===== src/rtl/div_unit_if.sv =====
// Request/response bundle between the execute-stage controller (master) and
// the iterative divider (slave).
interface div_unit_if #(
  parameter int XLEN = 32
) ();
  logic            start;
  logic [1:0]      divop;
  logic [XLEN-1:0] opr_a;
  logic [XLEN-1:0] opr_b;
  logic            abort;
  logic            ready;
  logic            done;
  logic [XLEN-1:0] opr_res;

  modport master (
    output start, divop, opr_a, opr_b, abort,
    input  ready, done, opr_res
  );

  modport slave (
    input  start, divop, opr_a, opr_b, abort,
    output ready, done, opr_res
  );
endinterface


===== src/rtl/div_unit.sv =====
// Iterative radix-2 restoring divider for RV32M DIV/DIVU/REM/REMU.
// Divide-by-zero and signed overflow resolve on the accept edge without iterating.
module div_unit #(
  parameter  int XLEN  = 32,
  localparam int CNT_W = $clog2(XLEN)
) (
  input  logic     clk,
  input  logic     rst,
  div_unit_if.slave bus
);

  localparam logic [1:0] S_IDLE = 2'd0;
  localparam logic [1:0] S_CALC = 2'd1;
  localparam logic [1:0] S_DONE = 2'd2;

  localparam logic [CNT_W-1:0] CNT_ONE  = 1;
  localparam logic [CNT_W-1:0] CNT_LAST = XLEN - 1;
  localparam logic [XLEN-1:0]  ALL_ONE  = {XLEN{1'b1}};
  localparam logic [XLEN-1:0]  ALL_ZERO = {XLEN{1'b0}};
  localparam logic [XLEN-1:0]  INT_MIN  = {1'b1, {(XLEN-1){1'b0}}};

  function automatic logic [XLEN-1:0] twos_neg(input logic [XLEN-1:0] v);
    return ~v + {{(XLEN-1){1'b0}}, 1'b1};
  endfunction

  logic [1:0]       state_q, state_d;
  logic [XLEN-1:0]  rem_q, rem_d;
  logic [XLEN-1:0]  quo_q, quo_d;
  logic [XLEN-1:0]  dvs_q, dvs_d;
  logic [CNT_W-1:0] cnt_q, cnt_d;
  logic [1:0]       op_q, op_d;
  logic             neg_q_q, neg_q_d;
  logic             neg_r_q, neg_r_d;
  logic             done_q, done_d;
  logic [XLEN-1:0]  res_q, res_d;

  logic [XLEN:0]    rem_sh_s;
  logic [XLEN:0]    diff_s;
  logic             is_signed_s;
  logic             b_zero_s;
  logic             ovf_s;

  assign bus.ready   = (state_q == S_IDLE);
  assign bus.done    = done_q;
  assign bus.opr_res = res_q;

  assign is_signed_s = ~bus.divop[0];
  assign b_zero_s    = (bus.opr_b == ALL_ZERO);
  assign ovf_s       = is_signed_s && (bus.opr_a == INT_MIN) && (bus.opr_b == ALL_ONE);

  // One restoring step: shift {rem,quo} left, trial-subtract; diff MSB is the borrow.
  assign rem_sh_s = {rem_q, quo_q[XLEN-1]};
  assign diff_s   = rem_sh_s - {1'b0, dvs_q};

  // Next-state and datapath control
  always_comb begin
    state_d = state_q;
    rem_d   = rem_q;
    quo_d   = quo_q;
    dvs_d   = dvs_q;
    cnt_d   = cnt_q;
    op_d    = op_q;
    neg_q_d = neg_q_q;
    neg_r_d = neg_r_q;
    done_d  = 1'b0;
    res_d   = res_q;
    case (state_q)
      S_IDLE: begin
        if (bus.abort) begin
          state_d = S_IDLE;
        end else if (bus.start) begin
          op_d = bus.divop;
          if (b_zero_s) begin
            done_d = 1'b1;
            res_d  = bus.divop[1] ? bus.opr_a : ALL_ONE;
          end else if (ovf_s) begin
            done_d = 1'b1;
            res_d  = bus.divop[1] ? ALL_ZERO : bus.opr_a;
          end else begin
            if (is_signed_s) begin
              quo_d   = bus.opr_a[XLEN-1] ? twos_neg(bus.opr_a) : bus.opr_a;
              dvs_d   = bus.opr_b[XLEN-1] ? twos_neg(bus.opr_b) : bus.opr_b;
              neg_q_d = bus.opr_a[XLEN-1] ^ bus.opr_b[XLEN-1];
              neg_r_d = bus.opr_a[XLEN-1];
            end else begin
              quo_d   = bus.opr_a;
              dvs_d   = bus.opr_b;
              neg_q_d = 1'b0;
              neg_r_d = 1'b0;
            end
            rem_d   = ALL_ZERO;
            cnt_d   = {CNT_W{1'b0}};
            state_d = S_CALC;
          end
        end else begin
          state_d = S_IDLE;
        end
      end
      S_CALC: begin
        if (bus.abort) begin
          state_d = S_IDLE;
        end else begin
          if (diff_s[XLEN]) begin
            rem_d = rem_sh_s[XLEN-1:0];
            quo_d = {quo_q[XLEN-2:0], 1'b0};
          end else begin
            rem_d = diff_s[XLEN-1:0];
            quo_d = {quo_q[XLEN-2:0], 1'b1};
          end
          cnt_d = cnt_q + CNT_ONE;
          if (cnt_q == CNT_LAST) begin
            state_d = S_DONE;
          end else begin
            state_d = S_CALC;
          end
        end
      end
      S_DONE: begin
        if (bus.abort) begin
          state_d = S_IDLE;
        end else begin
          if (op_q[1]) begin
            res_d = neg_r_q ? twos_neg(rem_q) : rem_q;
          end else begin
            res_d = neg_q_q ? twos_neg(quo_q) : quo_q;
          end
          done_d  = 1'b1;
          state_d = S_IDLE;
        end
      end
      default: begin
        state_d = S_IDLE;
      end
    endcase
  end

  // State and datapath registers
  always_ff @(posedge clk or posedge rst) begin
    if (rst) begin
      state_q <= S_IDLE;
      rem_q   <= ALL_ZERO;
      quo_q   <= ALL_ZERO;
      dvs_q   <= ALL_ZERO;
      cnt_q   <= {CNT_W{1'b0}};
      op_q    <= 2'b00;
      neg_q_q <= 1'b0;
      neg_r_q <= 1'b0;
      done_q  <= 1'b0;
      res_q   <= ALL_ZERO;
    end else begin
      state_q <= state_d;
      rem_q   <= rem_d;
      quo_q   <= quo_d;
      dvs_q   <= dvs_d;
      cnt_q   <= cnt_d;
      op_q    <= op_d;
      neg_q_q <= neg_q_d;
      neg_r_q <= neg_r_d;
      done_q  <= done_d;
      res_q   <= res_d;
    end
  end

endmodule


===== src/flat_wrapper.sv =====
// flat-port wrapper written by rule: the top's interface ports become plain ports
module div_unit_flat 
#(
  parameter  int XLEN  = 32,
  localparam int CNT_W = $clog2(XLEN)
)
  (clk, rst, bus_start, bus_divop, bus_opr_a, bus_opr_b, bus_abort, bus_ready, bus_done, bus_opr_res);
  div_unit_if #(.XLEN(XLEN)) bus_i ();
  input  logic clk;
  input  logic rst;
  input wire logic [$bits(bus_i.start)-1:0] bus_start;
  input wire logic [$bits(bus_i.divop)-1:0] bus_divop;
  input wire logic [$bits(bus_i.opr_a)-1:0] bus_opr_a;
  input wire logic [$bits(bus_i.opr_b)-1:0] bus_opr_b;
  input wire logic [$bits(bus_i.abort)-1:0] bus_abort;
  output wire logic [$bits(bus_i.ready)-1:0] bus_ready;
  output wire logic [$bits(bus_i.done)-1:0] bus_done;
  output wire logic [$bits(bus_i.opr_res)-1:0] bus_opr_res;
  assign bus_i.start = bus_start;
  assign bus_i.divop = bus_divop;
  assign bus_i.opr_a = bus_opr_a;
  assign bus_i.opr_b = bus_opr_b;
  assign bus_i.abort = bus_abort;
  assign bus_ready = bus_i.ready;
  assign bus_done = bus_i.done;
  assign bus_opr_res = bus_i.opr_res;
  div_unit #(.XLEN(XLEN)) u_core (.clk(clk), .rst(rst), .bus(bus_i));
endmodule

===== config.mk =====
export PLATFORM = sky130hd
export DESIGN_NAME = div_unit_flat
export DESIGN_NICKNAME = d
export VERILOG_FILES = /design/src/rtl/div_unit_if.sv /design/src/rtl/div_unit.sv /design/src/flat_wrapper.sv
export SDC_FILE = /design/constraint.sdc
export NUM_CORES = 1
export LEC_CHECK = 0
export BUFFER_PORTS_ARGS = -buffer_cell sky130_fd_sc_hd__buf_2
export CAP_MARGIN = 20
export CORE_MARGIN = 2
export CORE_UTILIZATION = 45
export DETAILED_ROUTE_END_ITERATION = 10
export GPL_ROUTABILITY_DRIVEN = 0
export GPL_TIMING_DRIVEN = 0
export SYNTH_ARGS = -nofsm -noshare
export SYNTH_HDL_FRONTEND = slang
export SYNTH_SLANG_ARGS = --single-unit

===== constraint.sdc =====
create_clock -name clk -period 12.5 [get_ports clk]
set_input_delay 2.5 -clock clk [delete_from_list [all_inputs] [get_ports clk]]
set_output_delay 2.5 -clock clk [all_outputs]
set_load 0.005 [all_outputs]

==> reports/metrics.cfg <==
[status]
status=completed

[clock_network]
cts.repair.resized=0
cts_root_buffer=clkbuf_16
clkTransAtPathRegs_ns=0.07
worstSkewPairLatency_ns=0.44
numClockSinks=139
numCtsBuffers=17
cts_tree=done
cts_hold_buf=0
post_cts_buffers=0
clockBufferDepth=2
htreeDepth=4

[placed_design]
dp_hpwl_um=31600
placed_cells=1834
portBuffers=102

[logic_synthesis]
netlist_instances=1407
ys_top_cells_by_area=dfrtp_1 31%, nand2_1 6.8%, xnor2_1 5.9%, xor2_1 5.5%, o21ai_0 5.1%
syn_area_mm2=0.0112
synth_top_area_share_pct=31.1
async_reset_ff_share_pct=100
yosysWarnings=0
yosysSeqAreaShare_pct=31.1
synth_edf_count=0
avgSynthCellArea_um2=7.95
ys_types=79
synth_ff_type=dfrtp_1
synth_area_leader_cell=dfrtp_1
yosys_register_bits=139
syn-num-nets=1517

[die]
ios=104
rows=57
core_mm2=0.0244
die_h_um=162
die_w_um=162
start_util_pct=45.8
die_area_mm2=0.0261

[setup_path]
start_kind=primary input
path_class=in -> reg
cpPeakStageDelay_ns=0.62
cp.required_ns=12.82
end_kind=register
critPathMaxFanout=10
cp_data_arrival_time_ns=5.77
cp_cell_sequence=buf_2, inv_1, ha_1, or3b_4, nor4_2, nand4_2, o211a_1, o21ai_1, buf_2, nor2_1, xnor2_1, nor2_1
worst_path_max_delay_cell=nor4_2

[layout]
ff_latch_area_mm2=0.00348
drive_above_1_share_pct=12.6
final_core_util_pct=52.2
multi_input_area_mm2=0.00706
fin_cells=1866
final_cell_mix=202 x nand2_1, 139 x dfrtp_1, 121 x buf_2
antenna_cells=0
fillCellCount=2396
final_common_cell=nand2_1
nNetsFinal=1639
area_growth_pct=13.9

[power]
swShare_pct=38.2
seqPwrFrac_pct=35.3
peakVddDrop_mv=0.0674
power_density_mw_per_mm2=125
power_leakage_nw=5.64
p_int_uw=982
combPwrFrac_pct=31.1
clkPwrFrac_pct=33.6
p_sw_uw=607
power.total_mw=1.59

[drt]
wl_per_cell_um=21.7
wl_um=40500
final_antenna_net_count=0
drc=0
viasPerCell=6.08
dr.pass1.iters=6
first_iter_violations=1063
via_count=11400

[sta]
maxSlewHeadroom_pct=46.4
fin_skew_ns=0.0104
hold_viol=0
setup_viol=0
slew_viol_final=0
whs_ns=0.473
tightest_slew_ns=0.804
fin_crit_sh_pct=43.6
fmaxAchievable_ghz=0.183
grt_setup_unrepaired=no
min_period_ns=5.45
setup_tns_ns=0

[grt]
grt_pass1_wl_um=62200
grt_use_total_pct=31.1
grt_pass1_vias=10900
grt_overflow=0
grt_max_degree=96
antenna_found_initial=0

[min_path]
min_path_type=reg -> reg

[flow_run]
max-cap-violations=0

power by group through the flow:
stage	Combinational [mW]	Sequential, mW	Clock [mW]
2_1_floorplan	0.339	0.546	0
3_3_place_gp	0.478	0.566	0
3_5_place_dp	0.485	0.567	0
4_1_cts	0.488	0.559	0.535
5_1_grt	0.540	0.567	0.556
6_report	0.494	0.561	0.534
kinds of logic after synthesis:
family	Yosys count	share of synthesized area (%)
xor gates and xnor gates	147	11.6
buffers and inverters	159	5.76
adders and majority gates	40	4.54
DFF	139	31.1
and+or+nand+nor	495	21.1
AOI/OAI and AO/OA	420	25.2
muxes	7	0.649
metal layers:
layer	track usage [%]	part of all wire, %	up-vias
met5	0	0	-
met4	17.9	5.8	0
met3	4.06	6.3	102
met2	52.1	47	469
met1	38.7	41	5428
li1	-	-	5351
Yosys cell counts (all sizes together), types with 4 or more instances:
cell	number
dfrtp	139
a221o	5
buf	25
nand2b	15
xor2	71
o21ai	125
a32oi	7
nor2b	7
o2111ai	4
xnor2	76
and3	10
a21oi	85
or4	18
or2	10
nand2	202
o311ai	20
o211ai	16
nor3	20
a211oi	23
nor4	14
o41ai	13
and2	4
ha	39
a21o	14
nor2	107
o31ai	32
a2111oi	5
a31oi	14
o21bai	5
nand4	20
inv	73
or3	15
o21a	4
nand3	44
clkbuf	60
a222oi	23
mux2i	5
registers in the layout (all words and copies together), names as in the netlist:
register            cells
u_core.neg_q_q          1
u_core.neg_r_q          1
u_core.bus.done         1
u_core.rem_q           32
u_core.op_q             1
u_core.state_q          2
u_core.bus.opr_res     32
u_core.quo_q           32
u_core.cnt_q            5
u_core.dvs_q           32
layout make-up:
type | instances | area share, %
Buffer | 85 | 2.84
Clock buffer | 17 | 3.34
Clock inverter | 15 | 1.39
Inverter | 74 | 2.26
Multi-Input combinational cell | 1109 | 55.4
Sequential cell | 139 | 27.3
Tap cell | 324 | 3.18
Timing Repair Buffer | 103 | 4.23
path summary, 6_finish.rpt:
check	startpoint	end	slack, ns	cells after the start
max	bus_opr_a[0]	u_core.cnt_q[2]$_DFFE_PP0P_	7.05	12
min	u_core.bus.opr_res[16]$_DFFE_PP0P_	u_core.bus.opr_res[16]$_DFFE_PP0P_	0.47	2
max reg2reg	u_core.rem_q[12]$_DFFE_PP0P_	u_core.rem_q[10]$_DFFE_PP0P_	8.76	11
min reg2reg	u_core.bus.opr_res[16]$_DFFE_PP0P_	u_core.bus.opr_res[16]$_DFFE_PP0P_	0.47	2
max in group asynchronous	rst	u_core.bus.opr_res[5]$_DFFE_PP0P_	9.54	3
min in group asynchronous	rst	u_core.rem_q[12]$_DFFE_PP0P_	2.08	2
worst max-delay path: cells and delay by family:
family                   cells  cell delay, ns
adder cells (fa/ha/maj)      1            0.17
XOR/XNOR                     1            0.15
AO/OA/AOI/OAI                2            0.83
buffers and inverters        3            0.61
AND/OR/NAND/NOR              5            1.50
stage by stage:
step                      setup slack, ns  cell area, um2
after global placement               4.35           12100
after CTS                            7.12           12700
after detailed placement             6.67           12100
after floorplan                      6.28           11200
after global routing                 6.91           12700
final                                7.05           12700
No activity file was read; power rests on OpenSTA's default activity.
